`config.mk`:
```
export PLATFORM = sky130hd
export DESIGN_NAME = node_lookup_arbiter
export DESIGN_NICKNAME = d
export VERILOG_FILES = /design/src/rtl/node_lookup_arbiter.sv
export SDC_FILE = /design/constraint.sdc
export NUM_CORES = 1
export LEC_CHECK = 0
export BUFFER_PORTS_ARGS = -buffer_cell sky130_fd_sc_hd__buf_4
export CAP_MARGIN = 15
export CORE_ASPECT_RATIO = 1.4
export CORE_UTILIZATION = 39
export DETAILED_ROUTE_END_ITERATION = 6
export GPL_ROUTABILITY_DRIVEN = 1
export HOLD_SLACK_MARGIN = 0.15
export PLACE_DENSITY_LB_ADDON = 0.2
export SETUP_SLACK_MARGIN = 0.1
export SYNTH_ARGS = -nofsm -noshare
export SYNTH_HDL_FRONTEND = slang
export SYNTH_SLANG_ARGS = --single-unit
```
`constraint.sdc`:
```
create_clock -name clk_i -period 2.6 [get_ports clk_i]
set_clock_uncertainty 0.1 [all_clocks]
set_input_delay 0.13 -clock clk_i [delete_from_list [all_inputs] [get_ports clk_i]]
set_output_delay 0.13 -clock clk_i [all_outputs]
set_load 0.005 [all_outputs]
```
`src/rtl/node_lookup_arbiter.sv`:
```
// node_lookup_arbiter: shares one node_tree engine between NUM_REQ
// field-id streams, locking the engine to one requester per message.
package node_lookup_pkg;
  typedef logic [7:0]  identifier;
  typedef logic [15:0] node_data;
  localparam node_data null_node_data = '0;
endpackage

module node_lookup_arbiter
  import node_lookup_pkg::*;
#(
  parameter int NUM_REQ = 4,
  parameter int REQ_W   = $clog2(NUM_REQ)
) (
  input  logic                      clk_i,
  input  logic                      reset_i,
  input  identifier [NUM_REQ-1:0]   req_field_id_i,
  input  logic      [NUM_REQ-1:0]   req_valid_i,
  input  logic      [NUM_REQ-1:0]   req_last_i,
  output logic      [NUM_REQ-1:0]   req_rdy_o,
  output node_data                  rsp_node_o,
  output logic      [NUM_REQ-1:0]   rsp_valid_o,
  input  logic      [NUM_REQ-1:0]   rsp_rdy_i,
  output identifier                 eng_field_id_o,
  output logic                      eng_field_id_valid_o,
  input  logic                      eng_field_id_rdy_i,
  input  node_data                  eng_node_i,
  input  logic                      eng_node_valid_i,
  output logic                      eng_node_rdy_o,
  output logic      [NUM_REQ-1:0]   grant_o,
  output logic                      err_o
);

  typedef enum logic [1:0] {
    IDLE,
    ISSUE,
    WAIT_RSP
  } state_t;

  state_t               r_state;
  state_t               w_state_nxt;
  logic [REQ_W-1:0]     r_owner;
  logic [REQ_W-1:0]     r_rr_ptr;
  logic [REQ_W-1:0]     w_win;
  logic [REQ_W-1:0]     w_owner_inc;
  logic                 r_last;
  logic [NUM_REQ-1:0]   r_grant;
  logic                 r_err;
  logic                 w_start;
  logic                 w_fid_hs;
  logic                 w_rsp_hs;
  logic                 w_null;
  logic                 w_release;

  function automatic logic [REQ_W-1:0] f_idx(
    input logic [REQ_W-1:0] base,
    input int               off
  );
    int s;
    s = int'(base) + off;
    if (s >= NUM_REQ) s = s - NUM_REQ;
    return s[REQ_W-1:0];
  endfunction

  assign w_start   = (r_state == IDLE) && (|req_valid_i);
  assign w_fid_hs  = (r_state == ISSUE) && req_valid_i[r_owner]
                   && eng_field_id_rdy_i;
  assign w_null    = (eng_node_i == null_node_data);
  assign w_rsp_hs  = (r_state == WAIT_RSP) && eng_node_valid_i
                   && rsp_rdy_i[r_owner];
  assign w_release = w_rsp_hs && (r_last || w_null);

  assign w_owner_inc = (int'(r_owner) == NUM_REQ - 1) ?
                       '0 : r_owner + REQ_W'(1);

  assign grant_o = r_grant;
  assign err_o   = r_err;

  // rotated-priority search: lowest offset from rr_ptr wins
  always_comb begin
    w_win = r_rr_ptr;
    for (int i = NUM_REQ - 1; i >= 0; i--) begin
      if (req_valid_i[f_idx(r_rr_ptr, i)]) w_win = f_idx(r_rr_ptr, i);
    end
  end

  // next state and owner-routed pass-through paths
  always_comb begin
    w_state_nxt          = r_state;
    eng_field_id_o       = '0;
    eng_field_id_valid_o = 1'b0;
    req_rdy_o            = '0;
    rsp_node_o           = '0;
    rsp_valid_o          = '0;
    eng_node_rdy_o       = 1'b0;
    unique case (r_state)
      IDLE: begin
        if (w_start) w_state_nxt = ISSUE;
      end
      ISSUE: begin
        eng_field_id_o       = req_field_id_i[r_owner];
        eng_field_id_valid_o = req_valid_i[r_owner];
        req_rdy_o[r_owner]   = eng_field_id_rdy_i;
        if (w_fid_hs) w_state_nxt = WAIT_RSP;
      end
      WAIT_RSP: begin
        rsp_node_o           = eng_node_i;
        rsp_valid_o[r_owner] = eng_node_valid_i;
        eng_node_rdy_o       = rsp_rdy_i[r_owner];
        if (w_rsp_hs) w_state_nxt = w_release ? IDLE : ISSUE;
      end
      default: w_state_nxt = IDLE;
    endcase
  end

  // state register
  always_ff @(posedge clk_i or posedge reset_i) begin
    if (reset_i) r_state <= IDLE;
    else         r_state <= w_state_nxt;
  end

  // owner lock, rotation pointer, last-field flag and error pulse
  always_ff @(posedge clk_i or posedge reset_i) begin
    if (reset_i) begin
      r_owner  <= '0;
      r_rr_ptr <= '0;
      r_last   <= 1'b0;
      r_grant  <= '0;
      r_err    <= 1'b0;
    end else begin
      r_err <= w_rsp_hs && w_null;
      if (w_start) begin
        r_owner <= w_win;
        r_grant <= NUM_REQ'(1) << w_win;
      end
      if (w_fid_hs) r_last <= req_last_i[r_owner];
      if (w_release) begin
        r_grant  <= '0;
        r_rr_ptr <= w_owner_inc;
      end
    end
  end

endmodule

```
# [Word-level counts from Yosys, hierarchy flattened]
# Cells that the tools add are included.
[classes] addsub=8 multipliers=0 div_mod_pow=0 order_cmp=10 eq_ne=6 shift=1 n_mux=40 n_bitwise=2 n_reduce_logical=14
[ops] op="2-to-1 mux 2 bit" count=12
[ops] op="binary-select mux 8 bit (select 2 bit)" count=1
[ops] op="zero test 16 bit" count=1
[ops] op="2-to-1 mux 16 bit" count=1
[ops] op="2-to-1 mux 4 bit" count=4
[ops] op="2-to-1 mux 8 bit" count=2
[ops] op="less-than comparator 2 x 3 -> 1 bit (second input constant)" count=5
[ops] op="binary-select mux 1 bit (select 2 bit)" count=7
[ops] op="2-to-1 mux 1 bit" count=11
[ops] op="greater-or-equal comparator 3 bit (second input constant)" count=3
[ops] op="AND 4 bit" count=2
[ops] op="logical AND 1 bit" count=8
[ops] op="subtractor 2 x 1 -> 2 bit (second input constant)" count=4
[ops] op="adder 2 x 2 -> 3 bit (second input constant)" count=2
[ops] op="!= test 2 bit (second input constant)" count=3
[ops] op="one-hot mux 2 bit (3 select lines)" count=1
[ops] op="== test 2 x 1 -> 1 bit (second input constant)" count=2
[ops] op="OR reduction 4 bit" count=1
[ops] op="<< shifter 1 x 2 -> 4 bit (first input constant)" count=1
[ops] op="adder 2 x 1 -> 3 bit (second input constant)" count=1
[ops] op="greater-or-equal comparator 2 x 3 -> 1 bit (second input constant)" count=1
[ops] op="AND reduction 3 bit" count=1
[ops] op="adder 2 x 1 -> 2 bit (second input constant)" count=1
[ops] op="demux 1 bit (select 2 bit)" count=1
[ops] op="5 further kinds" count=5
[totals] reg_bits=12 latchBits=0 ram_bits=0 romBits=0 input_bits=64 output_inout_bits=39 wordCells=87 n_memories=0

# [Depth between registers and ports, before layout]
[depth] depth_word=12 ltp_mapped=6 mapped_depth_nobuf=5

# [Worst setup path after synthesis]
# No wires, ideal clock.
[synth_path] path_type="register to register" startpoint="register r_owner[0]" endpoint="register r_rr_ptr[0]" setup_ns=0.125 t_arrival_ns=1.603 required_ns=2.375 setup_slack_ns=0.772 path_stages_with_launch=7 n_path_buf=1 synth_period_minus_slack_ns=1.828 cell_sequence="dfrtp_1 -> buf_6 -> mux2i_1 -> mux2_2 -> nand3b_4 -> a21oi_4 -> mux2_4"
[synth_via] elab_chain_len=4 word_cells_on_any_way=7 cone_classes="1 x add/sub; 1 x eq/ne; 3 x mux; 2 x reduce/logical"
[synth_rtl] element="start, declared" line="42" rtl="logic [REQ_W-1:0] r_owner;"
[synth_rtl] element="start signal, assigned" line="133" rtl="r_owner <= w_win;"
[synth_rtl] element="binary-select mux 1 bit (select 2 bit)" line="70" rtl="&& rsp_rdy_i[r_owner];"
[synth_rtl] element="2-to-1 mux 1 bit (not written as such)" line="70"
[synth_rtl] element="logical AND 1 bit" line="70"
[synth_rtl] element="logical AND 1 bit" line="71" rtl="assign w_release = w_rsp_hs && (r_last || w_null);"
[synth_rtl] element="end signal, assigned" line="139" rtl="r_rr_ptr <= w_owner_inc;"
[synth_rtl] element="end, declared" line="43" rtl="logic [REQ_W-1:0] r_rr_ptr;"
# Parallel ways exist; a longest one is shown, timed or not. The select of a mux whose other input is x is not followed.
# A chain may end at the register's enable or synchronous reset.

# [Worst setup path in the final report]
[layout_path] startpoint="register r_owner[0]" endpoint="register r_rr_ptr[1]"
# Same word-level chain as after synthesis.

==> results.json <==
{
  "status": "complete, no violations",
  "drtIter0Drc": 31,
  "ys_async_sr_fraction_pct": 100,
  "synth_edf_count": 0,
  "hold_viol_final": 0,
  "ys_seq_area_share_pct": 24.3,
  "synth_common_cells": "25 x and2_1, 12 x dfrtp_1, 10 x nand2_1, 8 x and3_1",
  "dp.cells": 265,
  "die_w_um": 49.5,
  "startpoint_type": "flip-flop",
  "yosysMostFrequentCell": "and2_1",
  "cts_root_buf": "clkbuf_8",
  "place.port_buffers": 102,
  "clkSlewWorstSetupHoldPaths_ns": 0.05,
  "fin_setup_tns_ns": 0,
  "worst_slew_pin_slew_ns": 0.457,
  "post-route-cell-area_um2": 2100,
  "vias_per_cell": 5.17,
  "synth.distinct_cells": 32,
  "required_ns": 2.62,
  "final_nets": 303,
  "routed_wl_mm": 4.06,
  "crit_chain": "buf_4 > mux2i_1 > mux2_2 > nand3b_4 > a21oi_4 > mux2_4",
  "post_dp_cell_area_um2": 2040,
  "io_pins": 103,
  "power.share.clock_pct": 10.7,
  "cts_setup_buffers": 0,
  "routed-via-count": 1396,
  "max_freq_mhz": 498,
  "r2r_cells": 6,
  "cpLargestDelayFamily": "multiplexers",
  "start_util_pct": 42.0,
  "final_cells": 270,
  "drv_cap": 0,
  "cts_hold_buf": 2,
  "min_delay_worst_endpoint": "err_o$_DFF_PP0_",
  "fin_crit_sh_pct": 77.2,
  "drv_slew": 0,
  "setup_viol": 0,
  "grt_pass1_vias": 1333,
  "grt_start_max_net_pins": 22,
  "overflow": 0,
  "synth_area_leaders": "dfrtp_1 24%, mux4_2 13%, and2_1 13%",
  "place_hpwl_mm": 3.36,
  "crit_buf_inv": 1,
  "ys_seq_elements": 12,
  "ys_warn_count": 0,
  "gp_congestion": 0.749,
  "finalCriticalPeriod_ns": 2.01,
  "die-area_um2": 3400,
  "p_sw_share_pct": 37.4,
  "ir_drop_mv": 0.567,
  "whs_path_depth": 4,
  "p_switching_uw": 571,
  "grt_pass1_wl_mm": 6.04,
  "relSlewSlack_pct": 69.5,
  "reg2reg_from": "r_owner[0]$_DFFE_PP0P_",
  "firstDrtPassIters": 4,
  "syn_area_um2": 1230,
  "grt_setup_unrepaired": "no",
  "hold_class": "in -> reg",
  "p_leak_uw": 0.00110,
  "row_count": 23,
  "critPathLaunch": "r_owner[0]$_DFFE_PP0P_",
  "drtAntennaViolNets": 0,
  "synthCells": 128,
  "cts_max_level": 1,
  "clk_path_buf_depth": 2,
  "worstSetupEndpointType": "flip-flop",
  "r2r_slack_ns": 0.59,
  "wl_per_cell_um": 15.0,
  "pwr-share-comb_pct": 67.1,
  "n_antenna_cell": 0,
  "r2r-end": "r_rr_ptr[1]$_DFFE_PP0N_",
  "drc": 0,
  "core_area_um2": 2940,
  "crit_fanout": 7,
  "synth_ff_type": "dfrtp_1",
  "power_frac_seq_pct": 22.2,
  "drive_gt1_share_pct": 53.2,
  "min-delay-start": "eng_node_i[4]",
  "die_y_um": 68.6,
  "synth_top_area_share_pct": 24.3,
  "antenna_found_initial": 0,
  "cts_resized": 0,
  "cts-buffers-inserted": 3,
  "crit_type": "reg -> reg",
  "cp_slowest_cell": "dfrtp_1",
  "syn_to_final_growth_pct": 70.5,
  "syn_area_per_cell_um2": 9.64,
  "internal_power_uw": 955,
  "p_per_area_nw_per_um2": 726,
  "synthesis.nets": 196,
  "track_usage_pct": 23.6,
  "insertion_delay_ns": 0.24,
  "fin_util_pct": 71.7,
  "numClockSinks": 12,
  "cts_tree": "done",
  "yosys.area.top_type": "dfrtp_1",
  "worst_ep_arrival_time_ns": 2.03,
  "critPathMaxStageDelay_ns": 0.40
}
-- cells by family after synthesis --
| group | synth area share, % |
|---|---|
| adders and majority gates | 4.06 |
| and+or+nand+nor | 32.2 |
| AOI/OAI and AO/OA | 8.93 |
| muxes | 25.1 |
| buffers and inverters | 5.48 |
| DFF | 24.3 |
-- layout make-up --
type | instances | area, um^2
clock buffers | 3 | 41.3
fillers | 226 | 832
inverters | 7 | 26.3
multi-input cells | 102 | 866
flip-flops and latches | 12 | 300
well taps | 37 | 46.3
repair buffers | 109 | 823
-- registers in the layout, summed over array words and instances, names as in the netlist --
name and cells:
r_owner 2, grant_o 4, r_state 2, err_o 1, r_last 1, r_rr_ptr 2
-- per-stage QoR --
step	power [uW]	setup slack [ns]	hold slack, ns
CTS	1530	0.589	0.155
finish	1530	0.594	0.153
detailed placement	1360	0.600	0.0713
floorplan	921	0.772	-0.105
global placement	1320	0.657	0.0608
global route	1640	0.483	0.191
-- cells in the final DEF, fill, tap and decap left out, drive strengths merged, types with 3 or more instances in the layout --
master / n
nand2: 10
and3: 8
nor3: 3
ha: 4
buf: 107
and2: 25
clkbuf: 3
o21ai: 3
mux2: 4
nor4: 5
nor2: 7
mux4: 10
dfrtp: 12
inv: 7
nor2b: 4
a21oi: 4
-- power groups by stage --
| stage | registers [uW] | clock network, uW | logic, uW |
|---|---|---|---|
| 6_report | 338 | 163 | 1020 |
| 5_1_grt | 350 | 176 | 1120 |
| 4_1_cts | 338 | 167 | 1030 |
| 3_5_place_dp | 338 | 0 | 1020 |
| 3_3_place_gp | 330 | 0 | 990 |
| 2_1_floorplan | 320 | 0 | 601 |
-- worst register-to-register path, stage by stage (launching register included) --
cell and delay, ns:
dfrtp_1 0.40, buf_4 0.19, mux2i_1 0.12, mux2_2 0.28
nand3b_4 0.19, a21oi_4 0.28, mux2_4 0.33
-- routing by layer --
layer	wire (um)	GRT usage, %	vias to the layer above
met5	0	0	-
met4	100	11.8	0
met3	318	4.17	11
met2	2100	43.8	70
met1	1540	25.9	640
li1	-	-	675
-- worst max path at each step --
stage | end | slack [ns] | depth (start not counted)
global route | r_state[0]$_DFFE_PP0P_ | 0.48 | 5
detailed placement | r_rr_ptr[1]$_DFFE_PP0N_ | 0.60 | 6
floorplan | r_rr_ptr[0]$_DFFE_PP0N_ | 0.77 | 6
global placement | r_rr_ptr[0]$_DFFE_PP0N_ | 0.66 | 6
CTS | r_rr_ptr[1]$_DFFE_PP0N_ | 0.59 | 6
finish | r_rr_ptr[1]$_DFFE_PP0N_ | 0.59 | 6
Power figures use the tool's default switching activity.
